File: config.mk
export PLATFORM = sky130hd
export DESIGN_NAME = approx_adder_err_sched_flat
export DESIGN_NICKNAME = d
export VERILOG_FILES = /design/src/rtl/approx_adder_err_sched_if.sv /design/src/rtl/approx_adder_err_sched.sv /design/src/flat_wrapper.sv
export SDC_FILE = /design/constraint.sdc
export NUM_CORES = 1
export LEC_CHECK = 0
export ABC_AREA = 1
export CAP_MARGIN = 20
export CELL_PAD_IN_SITES_DETAIL_PLACEMENT = 1
export CELL_PAD_IN_SITES_GLOBAL_PLACEMENT = 1
export CORE_MARGIN = 2
export CORE_UTILIZATION = 44
export DETAILED_ROUTE_END_ITERATION = 8
export PLACE_DENSITY_LB_ADDON = 0.08
export SKIP_CTS_REPAIR_TIMING = 1
export SLEW_MARGIN = 15
export SYNTH_ARGS = -nofsm -noshare
export SYNTH_HDL_FRONTEND = slang
export SYNTH_SLANG_ARGS = --single-unit
File: constraint.sdc
create_clock -name clk -period 7.12 [get_ports clk]
set_clock_uncertainty 0.05 [all_clocks]
set_input_delay 1.068 -clock clk [delete_from_list [all_inputs] [get_ports clk]]
set_output_delay 1.068 -clock clk [all_outputs]
set_load 0.02 [all_outputs]
File: src/rtl/approx_adder_err_sched_if.sv
`default_nettype none
// ============================================================================
// Module      : approx_adder_err_sched_if
// Description : Bus between the approximate-adder error sequencer and the
//               characterisation harness. The harness holds the adder under
//               test and the run controls.
// Revision    : 1.0 - initial release
// ============================================================================
interface approx_adder_err_sched_if #(
  parameter int N     = 16,
  parameter int CNT_W = 16
);
  logic               start;
  logic               mode;
  logic               abort;
  logic [N-1:0]       op_a;
  logic [N-1:0]       op_b;
  logic [N-1:0]       approx_s;
  logic               busy;
  logic               done;
  logic [CNT_W-1:0]   err_count;
  logic [CNT_W-1:0]   hi_err_count;
  logic [N-1:0]       max_ed;
  logic [N+CNT_W-1:0] sum_ed;

  // Sequencer side
  modport slave (
    input  start, mode, abort, approx_s,
    output op_a, op_b, busy, done, err_count, hi_err_count, max_ed, sum_ed
  );

  // Harness side: run controls plus the adder under test
  modport master (
    output start, mode, abort, approx_s,
    input  op_a, op_b, busy, done, err_count, hi_err_count, max_ed, sum_ed
  );
endinterface
`default_nettype wire

File: src/rtl/approx_adder_err_sched.sv
`default_nettype none
// ============================================================================
// Module      : approx_adder_err_sched
// Description : Drives operand pairs into an external combinational
//               approximate adder. It compares each returned sum with the
//               exact N-bit sum and accumulates error statistics over a run
//               of NUM_SAMPLES pairs.
// Revision    : 1.0 - initial release
// ============================================================================
module approx_adder_err_sched #(
  parameter int          N           = 16,
  parameter int          K           = 12,
  parameter int          NUM_SAMPLES = 256,
  parameter int          CNT_W       = 16,
  parameter logic [15:0] SEED_A      = 16'hACE1,
  parameter logic [15:0] SEED_B      = 16'h1D2B
) (
  input  wire logic                      clk,
  input  wire logic                      rst_n,
  approx_adder_err_sched_if.slave        bus
);

  typedef enum logic [1:0] {
    S_IDLE   = 2'd0,
    S_DRIVE  = 2'd1,
    S_SAMPLE = 2'd2,
    S_DONE   = 2'd3
  } state_t;

  state_t             state_q;
  logic               mode_q;
  logic [15:0]        lfsr_a_q, lfsr_b_q;
  logic [15:0]        lfsr_a_d, lfsr_b_d;
  logic [CNT_W-1:0]   idx_q, idx_d;
  logic [N-1:0]       op_a_q, op_b_q;
  logic               busy_q, done_q;
  logic [CNT_W-1:0]   err_q, hi_err_q;
  logic [N-1:0]       max_ed_q;
  logic [N+CNT_W-1:0] sum_ed_q;

  logic [N-1:0]       exact_w;
  logic [N-1:0]       ed_w;
  logic               ed_nz_w;
  logic               hi_mis_w;

  // Fibonacci x^16+x^14+x^13+x^11+1: shift left, feedback into bit 0
  assign lfsr_a_d = {lfsr_a_q[14:0], lfsr_a_q[15] ^ lfsr_a_q[13] ^ lfsr_a_q[12] ^ lfsr_a_q[10]};
  assign lfsr_b_d = {lfsr_b_q[14:0], lfsr_b_q[15] ^ lfsr_b_q[13] ^ lfsr_b_q[12] ^ lfsr_b_q[10]};
  assign idx_d    = idx_q + {{(CNT_W-1){1'b0}}, 1'b1};

  // The adder under test has no carry-out, so the reference wraps at 2^N too
  assign exact_w  = op_a_q + op_b_q;
  assign ed_w     = (exact_w >= bus.approx_s) ? (exact_w - bus.approx_s)
                                              : (bus.approx_s - exact_w);
  assign ed_nz_w  = (ed_w != '0);
  assign hi_mis_w = (exact_w[N-1:K] != bus.approx_s[N-1:K]);

  // Run sequencer: IDLE/DONE -> (DRIVE -> SAMPLE)*NUM_SAMPLES -> DONE
  always_ff @(posedge clk) begin
    if (!rst_n) begin
      state_q  <= S_IDLE;
      mode_q   <= 1'b0;
      lfsr_a_q <= SEED_A;
      lfsr_b_q <= SEED_B;
      idx_q    <= '0;
      op_a_q   <= '0;
      op_b_q   <= '0;
      busy_q   <= 1'b0;
      done_q   <= 1'b0;
      err_q    <= '0;
      hi_err_q <= '0;
      max_ed_q <= '0;
      sum_ed_q <= '0;
    end else begin
      case (state_q)
        S_IDLE, S_DONE: begin
          if (bus.start) begin
            state_q  <= S_DRIVE;
            mode_q   <= bus.mode;
            lfsr_a_q <= SEED_A;
            lfsr_b_q <= SEED_B;
            idx_q    <= '0;
            err_q    <= '0;
            hi_err_q <= '0;
            max_ed_q <= '0;
            sum_ed_q <= '0;
            busy_q   <= 1'b1;
            done_q   <= 1'b0;
          end
        end
        S_DRIVE: begin
          if (bus.abort) begin
            state_q <= S_IDLE;
            busy_q  <= 1'b0;
          end else begin
            state_q <= S_SAMPLE;
            if (!mode_q) begin
              op_a_q   <= lfsr_a_q[N-1:0];
              op_b_q   <= lfsr_b_q[N-1:0];
              lfsr_a_q <= lfsr_a_d;
              lfsr_b_q <= lfsr_b_d;
            end else begin
              op_a_q <= idx_q[N-1:0];
              op_b_q <= idx_q[N-1:0];
            end
          end
        end
        S_SAMPLE: begin
          // An abort in this cycle discards the sample being evaluated
          if (bus.abort) begin
            state_q <= S_IDLE;
            busy_q  <= 1'b0;
          end else begin
            err_q    <= err_q + {{(CNT_W-1){1'b0}}, ed_nz_w};
            hi_err_q <= hi_err_q + {{(CNT_W-1){1'b0}}, hi_mis_w};
            sum_ed_q <= sum_ed_q + {{CNT_W{1'b0}}, ed_w};
            if (ed_w > max_ed_q) max_ed_q <= ed_w;
            idx_q    <= idx_d;
            if (idx_d == CNT_W'(NUM_SAMPLES)) begin
              state_q <= S_DONE;
              busy_q  <= 1'b0;
              done_q  <= 1'b1;
            end else begin
              state_q <= S_DRIVE;
            end
          end
        end
        default: begin
          state_q <= S_IDLE;
          busy_q  <= 1'b0;
          done_q  <= 1'b0;
        end
      endcase
    end
  end

  assign bus.op_a         = op_a_q;
  assign bus.op_b         = op_b_q;
  assign bus.busy         = busy_q;
  assign bus.done         = done_q;
  assign bus.err_count    = err_q;
  assign bus.hi_err_count = hi_err_q;
  assign bus.max_ed       = max_ed_q;
  assign bus.sum_ed       = sum_ed_q;

endmodule
`default_nettype wire

File: src/flat_wrapper.sv
// flat-port wrapper written by rule: the top's interface ports become plain ports
module approx_adder_err_sched_flat 
#(
  parameter int          N           = 16,
  parameter int          K           = 12,
  parameter int          NUM_SAMPLES = 256,
  parameter int          CNT_W       = 16,
  parameter logic [15:0] SEED_A      = 16'hACE1,
  parameter logic [15:0] SEED_B      = 16'h1D2B
)
  (clk, rst_n, bus_start, bus_mode, bus_abort, bus_approx_s, bus_op_a, bus_op_b, bus_busy, bus_done, bus_err_count, bus_hi_err_count, bus_max_ed, bus_sum_ed);
  approx_adder_err_sched_if #(.N(N), .CNT_W(CNT_W)) bus_i ();
  input  wire logic clk;
  input  wire logic rst_n;
  input wire logic [$bits(bus_i.start)-1:0] bus_start;
  input wire logic [$bits(bus_i.mode)-1:0] bus_mode;
  input wire logic [$bits(bus_i.abort)-1:0] bus_abort;
  input wire logic [$bits(bus_i.approx_s)-1:0] bus_approx_s;
  output wire logic [$bits(bus_i.op_a)-1:0] bus_op_a;
  output wire logic [$bits(bus_i.op_b)-1:0] bus_op_b;
  output wire logic [$bits(bus_i.busy)-1:0] bus_busy;
  output wire logic [$bits(bus_i.done)-1:0] bus_done;
  output wire logic [$bits(bus_i.err_count)-1:0] bus_err_count;
  output wire logic [$bits(bus_i.hi_err_count)-1:0] bus_hi_err_count;
  output wire logic [$bits(bus_i.max_ed)-1:0] bus_max_ed;
  output wire logic [$bits(bus_i.sum_ed)-1:0] bus_sum_ed;
  assign bus_i.start = bus_start;
  assign bus_i.mode = bus_mode;
  assign bus_i.abort = bus_abort;
  assign bus_i.approx_s = bus_approx_s;
  assign bus_op_a = bus_i.op_a;
  assign bus_op_b = bus_i.op_b;
  assign bus_busy = bus_i.busy;
  assign bus_done = bus_i.done;
  assign bus_err_count = bus_i.err_count;
  assign bus_hi_err_count = bus_i.hi_err_count;
  assign bus_max_ed = bus_i.max_ed;
  assign bus_sum_ed = bus_i.sum_ed;
  approx_adder_err_sched #(.N(N), .K(K), .NUM_SAMPLES(NUM_SAMPLES), .CNT_W(CNT_W), .SEED_A(SEED_A), .SEED_B(SEED_B)) u_core (.clk(clk), .rst_n(rst_n), .bus(bus_i));
endmodule
* Yosys cells after proc, flatten, opt, wreduce, memory -nomap -nowiden *
Cells that the tools add are included.

cells by class
  equality and inequality tests = 13
  multipliers = 0
  div/mod/pow operators = 0
  shift operators = 0
  mux-type cells = 38
  bitwise gates (word level) = 7
  $lt $le $gt $ge = 2
  $add $sub $neg = 7
  reduce and logical (&&, ||, !) cells = 12

operators with widths
  operator                                              count
  two-way mux 16 bit                                    15
  one-hot mux 16 bit (2 select lines)                   6
  two-way mux 32 bit                                    2
  one-hot mux 32 bit (2 select lines)                   1
  adder 16 x 1 -> 16 bit                                2
  adder 32 x 16 -> 32 bit                               1
  subtractor 16 bit                                     2
  adder 16 x 1 -> 16 bit, second input constant         1
  adder 16 bit                                          1
  equality test 16 x 9 -> 1 bit, second input constant  1
  greater-or-equal comparator 16 bit                    1
  greater-than comparator 16 bit                        1
  nonzero test 16 bit                                   1
  AND reduction 4 bit                                   3
  != test 2 bit, second input constant                  5
  two-way mux 2 bit                                     4
  two-way mux 1 bit                                     7
  one-hot mux 2 bit (3 select lines)                    1
  AND reduction 3 bit                                   2
  XOR 1 bit                                             6
  equality test 2 bit, second input constant            2
  != test 2 x 1 -> 1 bit, second input constant         2
  != test 4 bit                                         1
  AND reduction 2 bit                                   2
  8 further kinds                                       9

storage, ports and cells
  logic and storage cells = 92
  RAM bits = 0
  register bits after elaboration = 165
  memories = 0
  bits in latches = 0
  ROM bits = 0
  bits of input ports = 21
  output and inout port bits = 114

* Longest topological paths before layout *
Gate-level depths: netlist of the first run.

  depth after elaboration = 7
  depth in mapped cells = 36
  depth with buffers taken out = 36

* Worst setup path after synthesis of the first run *
No wires, ideal clock.

  path type = reg-to-reg
  start point = reg u_core.op_a_q[2], in the netlist u_core.bus.op_a[2]
  end point = reg u_core.sum_ed_q[15], in the netlist u_core.bus.sum_ed[15]
  period minus slack after synthesis = 4.597 ns
  arrival = 4.414 ns
  buffers on the path = 2
  data required time = 6.938 ns
  path slack = 2.523 ns
  stages on the path, launching flop included = 29
  library setup time = 0.132 ns
  cell sequence = dfxtp_1 > ha_1 > nand3_1 > nand3_1 > a21oi_1 > o21ai_1 > a21boi_1 > o21ai_1 > xor2_1 > ha_1 > buf_2 > a21oi_1 > nand2_1 > nand2_1 > nand3_2 > a21oi_2 > buf_4 > nand2_1 > nand2_1 > inv_1 > ha_1 > a21oi_1 > a21boi_0 > nor2_1 > nor2_1 > nand2_1 > or2_2 > nand3_1 > a21oi_1

between the ends
  cells in the longest elaborated chain, start to end = 6
  elaborated cells between the ends (all ways) = 8

ends and longest elaborated chain
  element                                    RTL line                       text
  start, declared                            approx_adder_err_sched.sv:35   logic [N-1:0] op_a_q, op_b_q;
  start signal, assigned                     approx_adder_err_sched.sv:98   op_a_q <= lfsr_a_q[N-1:0];
  start signal, assigned                     approx_adder_err_sched.sv:103  op_a_q <= idx_q[N-1:0];
  adder 16 bit *                             approx_adder_err_sched.sv:52   assign exact_w = op_a_q + op_b_q;
  subtractor 16 bit (tied with other cells)  approx_adder_err_sched.sv:54   : (bus.approx_s - exact_w);
  two-way mux 16 bit *                       approx_adder_err_sched.sv:53   assign ed_w = (exact_w >= bus.approx_s) ? (exact_w - bus.approx_s)
  adder 32 x 16 -> 32 bit *                  approx_adder_err_sched.sv:116  sum_ed_q <= sum_ed_q + {{CNT_W{1'b0}}, ed_w};
  two-way mux 32 bit *                       approx_adder_err_sched.sv:110  if (bus.abort) begin
  one-hot mux 32 bit (2 select lines) *      approx_adder_err_sched.sv:75   case (state_q)
  end signal, assigned                       approx_adder_err_sched.sv:116
  end, declared                              approx_adder_err_sched.sv:39   logic [N+CNT_W-1:0] sum_ed_q;

Mark *: on every way between the ends. The rest lies on a longest branch, timed or not. The select of a mux whose other input is x is not followed.
A chain may end at the register's enable or synchronous reset.

* Worst setup path after layout of the first run *
  start point = reg u_core.op_b_q[2], in the netlist u_core.bus.op_b[2]
  end point = reg u_core.max_ed_q[5], in the netlist u_core.bus.max_ed[5]

between the ends
  cells in the longest elaborated chain, start to end = 6
  elaborated cells between the ends (all ways) = 11

ends and longest elaborated chain
  element                                                                               RTL line                       text
  start, declared                                                                       approx_adder_err_sched.sv:35
  start signal, assigned                                                                approx_adder_err_sched.sv:99   op_b_q <= lfsr_b_q[N-1:0];
  start signal, assigned                                                                approx_adder_err_sched.sv:104  op_b_q <= idx_q[N-1:0];
  adder 16 bit *                                                                        approx_adder_err_sched.sv:52
  subtractor 16 bit (tied with other cells)                                             approx_adder_err_sched.sv:54
  two-way mux 16 bit *                                                                  approx_adder_err_sched.sv:53
  greater-than comparator 16 bit or two-way mux 16 bit (tied branches)                  approx_adder_err_sched.sv:117  if (ed_w > max_ed_q) max_ed_q <= ed_w;
  != test 2 x 1 -> 1 bit (no line) or two-way mux 16 bit (tied branches)                n/a
  AND reduction 4 bit (no line) or one-hot mux 16 bit (2 select lines) (tied branches)  n/a
  end signal, assigned                                                                  approx_adder_err_sched.sv:117
  end, declared                                                                         approx_adder_err_sched.sv:38   logic [N-1:0] max_ed_q;

Marked as above.

==> impl_metrics.csv, run 1 <==
group,metric,value,unit
critical_path,crit_top_cell,"nand2_1",
layout,area_delta_synth_final,19.03,%
placement,placed_area,0.01296,mm²
sta,fin_crit_sh,0.7931,
floorplan,core-area,0.02533,mm²
floorplan,num_rows,58,
layout,fillers,3401,
clock_tree,htree_levels,4,
sta,max-slew-margin-rel,0.3089,
detailed_routing,drt-initial-drc-count,574,
worst_hold_path,hold_path.class,"register to register",
detailed_routing,via_per_inst,5.444,
logic_synthesis,ys.flop_type,"dfxtp_1",
clock_tree,path_clk_slew,0.08,ns
floorplan,io_pins,135,
critical_path,path_delay_family,"compound AO/OA/AOI/OAI gates",
logic_synthesis,ys_types,51,
placement,hpwl,29390,µm
global_routing,grt_pass1_vias,11900,
global_routing,grt_max_degree,70,
critical_path,path_class,"register to register",
layout,final_area,0.01360,mm²
logic_synthesis,synth-async-reset-ratio,0,
global_routing,grtUsageTotal,0.2844,
clock_tree,cts.sinks,165,
critical_path,cpPeakStageDelay,0.51,ns
clock_tree,cts_tree,"yes",
sta,period_needed,5.647,ns
sta,rsz0062_at_grt,"no",
pwr,ir_drop,140.6,µV
clock_tree,clockBufferDepth,2,
logic_synthesis,netlist_area,0.01143,mm²
sta,worst_pin_slew,1.036,ns
sta,hold_violations,0,
critical_path,crit_path_end_kind,"register",
floorplan,die_h,165.2,µm
floorplan,die_w,165.2,µm
flow_run,maxCapViolations,0,
floorplan,dieArea,0.02728,mm²
logic_synthesis,synth-edff-count,0,
critical_path,arrival,5.93,ns
sta,fmax,177.1,MHz
sta,timing.setup.tns,0,ns
placement,place.gp.congestion,0.9010,
sta,finalSetupViolations,0,
clock_tree,clock-root-buffer,"clkbuf_16",
layout,nNetsFinal,1966,
global_routing,grt_overflow,0,
detailed_routing,antenna_left,0,
logic_synthesis,synth_top_area_cell,"dfxtp_1",
floorplan,initial_utilization,0.4512,
critical_path,worstPathMaxFanout,16,
critical_path,crit_buf_inv,3,
detailed_routing,via_count,11940,
logic_synthesis,synth.cells.most_frequent,"511 x nand2_1, 223 x a21oi_1, 200 x inv_1, 165 x dfxtp_1, 110 x nand3_1",
pwr,p_leak,5.849,nW
clock_tree,insertion_delay,0.45,ns
global_routing,antenna_found_initial,0,
critical_path,crit_path_start_kind,"register",
logic_synthesis,synth-seq-area-share,0.2891,
detailed_routing,drtPass1Iterations,5,
layout,drive_gt1_frac,0.05099,
placement,io_buffers,134,
logic_synthesis,ys_warn_count,0,
outcome,status,"complete, no violations",
global_routing,grt_pass1_wl,61490,µm
pwr,powerDensity,243.6,mW/mm²
logic_synthesis,ys_ff_latch,165,
detailed_routing,drcViolationCount,0,
logic_synthesis,synth_top_area_share,0.2891,
logic_synthesis,yosysMostFrequentCell,"nand2_1",
critical_path,worstPathRequired,7.41,ns
logic_synthesis,synth_cells,1750,
clock_tree,numCtsBuffers,17,
logic_synthesis,ys_top_cells_by_area,"dfxtp_1 29%, nand2_1 17%, ha_1 10%",
layout,n_antenna_cell,0,
detailed_routing,wl_per_cell,17.69,µm
detailed_routing,drt-total-wl,38800,µm
sta,drv_slew,0,
logic_synthesis,syn_area_per_cell,6.530,µm²
logic_synthesis,syn-num-nets,1866,
critical_path,slowest_stage,"a21oi_2",
-- cells by family after synthesis --
| group | synth area share |
|---|---|
| simple gates | 0.3069 |
| buf+inv | 0.09208 |
| compound gates | 0.1739 |
| fa+ha+maj | 0.1066 |
| xor+xnor | 0.03142 |
| flops | 0.2891 |
-- path summary, 6_finish.rpt --
| kind | endpoint | cells past startpoint | slack (ns) | startpoint |
|---|---|---|---|---|
| worst min register to register | u_core.bus.hi_err_count[14] | 2 | 0.43 | u_core.bus.hi_err_count[14] |
| worst min-delay path | u_core.bus.hi_err_count[14] | 2 | 0.43 | u_core.bus.hi_err_count[14] |
| worst max-delay path | u_core.bus.max_ed[5] | 28 | 1.47 | u_core.bus.op_b[2] |
| worst max register to register | u_core.bus.max_ed[5] | 28 | 1.47 | u_core.bus.op_b[2] |
-- report_power, final --
group	switching (mW)	leakage, nW	internal [mW]
sequential	0.0481	1.34	0.967
clock	0.510	0.307	0.492
combinational	0.886	4.20	0.410
-- per-stage QoR --
stage	utilization	hold slack [ns]	instances	power [mW]	setup WS, ns
global route	0.5371	0.4583	2193	3.522	0.8514
floorplan	-	0.4011	1750	1.939	2.523
finish	0.5371	0.4294	2193	3.313	1.473
CTS	0.5370	0.4306	2193	3.322	1.538
global placement	0.5119	0.4057	2161	2.279	1.732
detailed placement	0.5119	0.4135	2161	2.313	1.598
-- per-layer routing --
metal  GRT usage  vias to the layer above  share of wire
met5           0                        -              0
met4     0.09209                        0          0.026
met3     0.02847                       53          0.029
met2      0.4975                      216           0.49
met1      0.3671                     5744           0.46
li1            -                     5925              -
-- flip-flops by register name (all words and copies together) (netlist names), 2 cells and up --
register,cells
u_core.idx_q,16
u_core.lfsr_a_q,16
u_core.bus.op_b,16
u_core.state_q,2
u_core.bus.op_a,16
u_core.bus.sum_ed,32
u_core.lfsr_b_q,16
u_core.bus.err_count,16
u_core.bus.max_ed,16
u_core.bus.hi_err_count,16
-- area by class of cell --
class | count | area [µm²] | share of cell area
Sequential cell | 165 | 3303 | 0.2428
Clock buffer | 17 | 425.4 | 0.03128
Inverter | 214 | 807.0 | 0.05933
Timing Repair Buffer | 137 | 1364 | 0.1003
Tap cell | 330 | 412.9 | 0.03036
Multi-Input combinational cell | 1315 | 7079 | 0.5205
Clock inverter | 15 | 210.2 | 0.01545
-- cells in the final DEF, fill, tap and decap left out, types with 3 or more instances in the layout --
cell type	n
inv_12	3
clkdlybuf4s50_1	134
a21oi_1	223
a211oi_1	40
inv_8	3
nand3b_1	9
xor2_1	32
o21ai_1	8
fa_1	4
nand2_2	9
nand2_4	3
clkinv_8	5
inv_1	199
nand2_1	510
nor3_1	19
buf_4	3
clkbuf_16	17
nor3_2	5
a22oi_1	3
dfxtp_1	165
or2_2	5
o21ai_0	63
a21o_1	4
nor2_2	8
ha_1	90
o21bai_1	3
xnor2_1	9
nor2_4	4
inv_2	12
nand3_1	110
nand4_1	20
nor2_1	108
nor4_1	3
-- tightest hold or removal path, delay by kind of cell (launching register included) --
| kind | cells | cell delay, ns |
|---|---|---|
| flops | 1 | 0.34 |
| buf+inv | 1 | 0.06 |
| compound gates | 1 | 0.05 |
Note: power is estimated with default switching activity, not from simulation.
==> inputs of run 2 (changes only) <==
- CORE_UTILIZATION: 44 -> 40
- clock period: 7.12 -> 5.4 ns (I/O delays scaled with it)
==> run 2 against run 1 <==
Against the previous run:
- clock power grew 32%
- worst setup slack lost 1.2 ns
- combinational power grew 37%
- critical path depth grew 2
- via count is essentially flat
- critical endpoint is now u_core.bus.max_ed[3]
- largest cell class unchanged
- highest routed layer unchanged
==> impl_metrics.csv, run 2 (synthesis results as in run 1) <==
group,metric,value,unit
outcome,status,"complete, no violations",
layout,nNetsFinal,1985,
sta,finalSetupViolations,0,
clock_tree,numCtsBuffers,17,
clock_tree,insertion_delay,0.45,ns
sta,hold_ws,0.4261,ns
sta,drv_slew,0,
pwr,netSwitchingFraction,0.4325,
pwr,ir_drop,249.4,µV
floorplan,io_pins,135,
critical_path,path_class,"register to register",
detailed_routing,antenna_left,0,
worst_hold_path,hold-path-endpoint,"u_core.bus.hi_err_count[14]",
floorplan,die_h,173.0,µm
detailed_routing,drcViolationCount,0,
detailed_routing,via_per_inst,5.278,
pwr,power.switching,1.922,mW
floorplan,dieArea,0.02994,mm²
detailed_routing,drt-total-wl,38790,µm
pwr,combPwrFrac,0.402,
global_routing,grtUsageTotal,0.2559,
placement,io_buffers,134,
detailed_routing,drt-initial-drc-count,598,
pwr,power_frac_seq,0.301,
clock_tree,cts.sinks,165,
critical_path,arrival,5.40,ns
global_routing,grt_pass1_vias,12240,
detailed_routing,drtPass1Iterations,5,
sta,fmax,195.7,MHz
pwr,powerDensity,316.5,mW/mm²
clock_tree,clockBufferDepth,2,
critical_path,rr_worst_depth,30,
critical_path,worstPathMaxFanout,16,
floorplan,core-area,0.02793,mm²
clock_tree,cts_tree,"yes",
floorplan,die_w,173.0,µm
critical_path,r2r_setup_slack,0.29,ns
pwr,p_int,2.522,mW
pwr,power_frac_clock,0.298,
sta,hold_violations,0,
placement,place.gp.congestion,0.8913,
critical_path,crit_path_end_kind,"register",
detailed_routing,wl_per_cell,17.15,µm
layout,drive_gt1_frac,0.07864,
global_routing,grt_pass1_wl,62870,µm
worst_hold_path,hold_path.class,"register to register",
critical_path,r2r_start,"u_core.bus.op_b[6]",
worst_hold_path,min_from,"u_core.bus.hi_err_count[14]",
worst_hold_path,hold_path_depth,2,
placement,hpwl,29950,µm
layout,final_area,0.01404,mm²
critical_path,cpPeakStageDelay,0.40,ns
placement,dpl.cell_count,2222,
clock_tree,clock-root-buffer,"clkbuf_16",
critical_path,crit_top_cell,"nand2_1",
critical_path,crit_path_start_kind,"register",
sta,fin_crit_sh,0.9465,
layout,layout.cells.most_common_list,"510 x nand2_1, 212 x a21oi_1, 199 x inv_1",
clock_tree,htree_levels,4,
critical_path,critPathLaunch,"u_core.bus.op_b[6]",
floorplan,num_rows,61,
pwr,total_power,4.444,mW
layout,final_cells,2261,
detailed_routing,via_count,11930,
placement,placed_area,0.01312,mm²
sta,max-slew-margin-rel,0.3210,
flow_run,maxCapViolations,0,
global_routing,antenna_found_initial,0,
critical_path,slowest_stage,"ha_1",
sta,worst_pin_slew,1.017,ns
global_routing,grt_max_degree,69,
clock_tree,path_clk_slew,0.09,ns
layout,largest_reg_flops,32,
sta,period_needed,5.111,ns
layout,layout_commonest_cell,"nand2_1",
critical_path,reg2reg_to,"u_core.bus.max_ed[3]",
pwr,p_leak,5.972,nW
floorplan,initial_utilization,0.4091,
layout,area_delta_synth_final,22.88,%
critical_path,worstPathRequired,5.69,ns
global_routing,grt_overflow,0,
==> run 2: worst max path at each step <==
stage                                     endpoint  slack (ns)  depth (start not counted)
after global placement    u_core.bus.err_count[14]        0.28                         33
after CTS                    u_core.bus.sum_ed[21]       0.009                         30
final                         u_core.bus.max_ed[3]        0.29                         30
after detailed placement  u_core.bus.err_count[14]        0.09                         33
after floorplan              u_core.bus.sum_ed[15]        0.80                         28
after global routing          u_core.bus.max_ed[5]       -0.13                         30
==> run 2: through the flow <==
step	worst slack, ns	utilization	TNS [ns]
floorplan	0.8034	-	0
global placement	0.2812	0.4697	0
detailed placement	0.08855	0.4697	0
CTS	0.009475	0.4927	0
global route	-0.1332	0.5026	-1.784
finish	0.2891	0.5027	0
==> run 2: metal layers <==
metal | global-route usage | wire, µm
met1 | 0.3275 | 18330
met2 | 0.4502 | 18840
met3 | 0.03496 | 907
met4 | 0.06921 | 710
met5 | 0 | 0
==> run 2: final cells by class <==
| cell class | count | area [µm²] |
|---|---|---|
| Clock inverter | 15 | 216.5 |
| Tap cell | 378 | 473.0 |
| Multi-Input combinational cell | 1315 | 7283 |
| Clock buffer | 17 | 425.4 |
| Fill cell | 3696 | 13890 |
| Antenna cell | 1 | 2.502 |
| Timing Repair Buffer | 156 | 1531 |
| Inverter | 214 | 807.0 |
| Sequential cell | 165 | 3303 |
==> run 2: power by group through the flow <==
stage | Sequential, mW | Clock (mW) | Combinational (mW)
floorplan | 1.37 | 0 | 1.18
global placement | 1.36 | 0 | 1.66
detailed placement | 1.36 | 0 | 1.70
CTS | 1.34 | 1.35 | 1.72
global route | 1.35 | 1.40 | 2.00
finish | 1.34 | 1.32 | 1.78
==> run 2: worst max-delay path: cells and delay by family (launching register included) <==
| kind | cells | cell delay, ns |
|---|---|---|
| simple gates | 17 | 1.82 |
| fa+ha+maj | 3 | 1.07 |
| compound gates | 5 | 0.92 |
| xor+xnor | 1 | 0.28 |
| buf+inv | 4 | 0.51 |
| flops | 1 | 0.36 |
==> inputs of run 3 (changes only) <==
- ABC_CLOCK_PERIOD_IN_PS: not set -> 5400
- MAX_ROUTING_LAYER: not set -> met4
==> run 3 against run 2 <==
Against the previous run:
- sequential power about the same
- sequential share of layout area about the same
- register-to-register slack hardly changed
- cell count about the same
- die area is the same
- sequential cell count unchanged
- utilization barely moved
- wire length up 0.17%
- fmax hardly changed
- non-clock buffer count unchanged
- design area hardly changed
- critical path type unchanged
- highest routed layer unchanged
==> impl_metrics.csv, run 3 (synthesis results as in run 1) <==
group,metric,value,unit
detailed_routing,antenna_left,0,
detailed_routing,via_per_inst,5.285,
detailed_routing,drtPass1Iterations,5,
critical_path,crit_top_cell,"nand2_1",
critical_path,reg2reg_to,"u_core.bus.max_ed[3]",
detailed_routing,drcViolationCount,0,
critical_path,critPathLaunch,"u_core.bus.op_b[6]",
floorplan,die_h,173.0,µm
critical_path,cpPeakStageDelay,0.40,ns
pwr,powerDensity,316.2,mW/mm²
detailed_routing,wl_per_cell,17.19,µm
pwr,p_leak,5.972,nW
layout,n_antenna_cell,0,
layout,layout_commonest_cell,"nand2_1",
critical_path,worstPathRequired,5.70,ns
clock_tree,numCtsBuffers,17,
floorplan,initial_utilization,0.4091,
layout,final_area,0.01404,mm²
outcome,status,"complete, no violations",
global_routing,grt_util_met3,0.03496,
pwr,power.switching,1.917,mW
sta,max-slew-margin-rel,0.3106,
clock_tree,htree_levels,4,
sta,drv_slew,0,
floorplan,core-area,0.02793,mm²
layout,final_core_util,0.5026,
global_routing,grt_pass1_wl,62930,µm
clock_tree,cts_tree,"yes",
placement,io_buffers,134,
detailed_routing,drt-initial-drc-count,604,
global_routing,grt_overflow,0,
critical_path,crit_buf_inv,4,
pwr,power_frac_seq,0.301,
layout,nNetsFinal,1985,
layout,drive_gt1_frac,0.07864,
sta,hold_ws,0.4263,ns
placement,hpwl,29950,µm
sta,hold_violations,0,
global_routing,grt_pass1_vias,12220,
worst_hold_path,hold_path.class,"register to register",
global_routing,grtUsageTotal,0.2638,
critical_path,crit_path_start_kind,"register",
sta,period_needed,5.107,ns
pwr,combPwrFrac,0.402,
detailed_routing,via_count,11950,
placement,dpl.cell_count,2222,
pwr,netSwitchingFraction,0.4319,
critical_path,path_class,"register to register",
clock_tree,insertion_delay,0.45,ns
clock_tree,cts.sinks,165,
layout,final_cells,2260,
sta,fmax,195.8,MHz
global_routing,grt_max_degree,69,
placement,placed_area,0.01312,mm²
placement,place.gp.congestion,0.9064,
critical_path,worstPathMaxFanout,16,
critical_path,r2r_start,"u_core.bus.op_b[6]",
clock_tree,clockBufferDepth,2,
global_routing,busiest_layer,"met2",
flow_run,maxCapViolations,0,
layout,area_delta_synth_final,22.86,%
pwr,power_frac_clock,0.297,
critical_path,path_delay_family,"simple AND/OR/NAND/NOR gates",
critical_path,slowest_stage,"ha_1",
global_routing,grtUsageMet2,0.4517,
floorplan,num_rows,61,
sta,worst_pin_slew,1.033,ns
critical_path,crit_cells,30,
clock_tree,path_clk_slew,0.09,ns
floorplan,die_w,173.0,µm
global_routing,grt.met1_usage,0.3267,
detailed_routing,drt-total-wl,38850,µm
clock_tree,clock-root-buffer,"clkbuf_16",
floorplan,dieArea,0.02994,mm²
layout,layout.cells.most_common_list,"510 x nand2_1, 212 x a21oi_1, 199 x inv_1",
critical_path,timing.critical_path.to,"u_core.bus.max_ed[3]",
critical_path,arrival,5.40,ns
sta,finalSetupViolations,0,
floorplan,io_pins,135,
global_routing,antenna_found_initial,0,
layout,largest_reg_flops,32,
critical_path,rr_worst_depth,30,
pwr,ir_drop,250.6,µV
pwr,p_int,2.522,mW
critical_path,r2r_setup_slack,0.29,ns
critical_path,crit_path_end_kind,"register",
sta,fin_crit_sh,0.9457,
[run 3: cell count changes in the layout (fill, tap and decap cells not counted), sizes merged]
cell | previous run | this run
diode | 1 | 0
[run 3: power by group through the flow]
stage | Sequential (mW) | Clock, mW | Combinational [mW]
3_5_place_dp | 1.36 | 0 | 1.70
4_1_cts | 1.34 | 1.35 | 1.72
2_1_floorplan | 1.37 | 0 | 1.18
3_3_place_gp | 1.36 | 0 | 1.66
5_1_grt | 1.35 | 1.40 | 2.00
6_report | 1.34 | 1.32 | 1.78
[run 3: worst min path at each step]
stage / from / endpoint / slack [ns] / cells after the start
6_report: u_core.bus.hi_err_count[14] / u_core.bus.hi_err_count[14] / 0.43 / 2
5_1_grt: u_core.lfsr_a_q[3] / u_core.lfsr_a_q[3] / 0.46 / 2
4_1_cts: u_core.bus.hi_err_count[14] / u_core.bus.hi_err_count[14] / 0.43 / 2
3_5_place_dp: u_core.bus.hi_err_count[14] / u_core.bus.hi_err_count[14] / 0.42 / 2
3_3_place_gp: u_core.bus.done / u_core.bus.done / 0.41 / 2
2_1_floorplan: u_core.lfsr_a_q[5] / u_core.lfsr_a_q[5] / 0.40 / 2
[run 3: layout make-up]
cell class,count,area (µm²)
Fill cell,3696,13890
Multi-Input combinational cell,1315,7283
Sequential cell,165,3303
Timing Repair Buffer,156,1531
Inverter,214,807.0
Tap cell,378,473.0
Clock buffer,17,425.4
Clock inverter,15,216.5
[run 3: stage by stage]
stage,worst slack (ns),TNS [ns],power [mW]
3_3_place_gp,0.2812,0,3.024
5_1_grt,-0.1345,-1.803,4.747
3_5_place_dp,0.08855,0,3.066
6_report,0.2933,0,4.439
2_1_floorplan,0.8034,0,2.556
4_1_cts,0.009475,0,4.402
[run 3: worst register-to-register path, delay by kind of cell, from the launching register on]
family                     cells  cell delay [ns]
DFF                            1             0.36
AOI/OAI and AO/OA              5             0.92
buffers and inverters          4             0.52
and+or+nand+nor               17             1.82
xor gates and xnor gates       1             0.28
adders and majority gates      3             1.06
[run 3: per-layer routing]
layer  wire, µm  vias up
li1           -     5951
met1      18130     5780
met2      18960      168
met3       1032       46
met4        739        0
met5          0        -
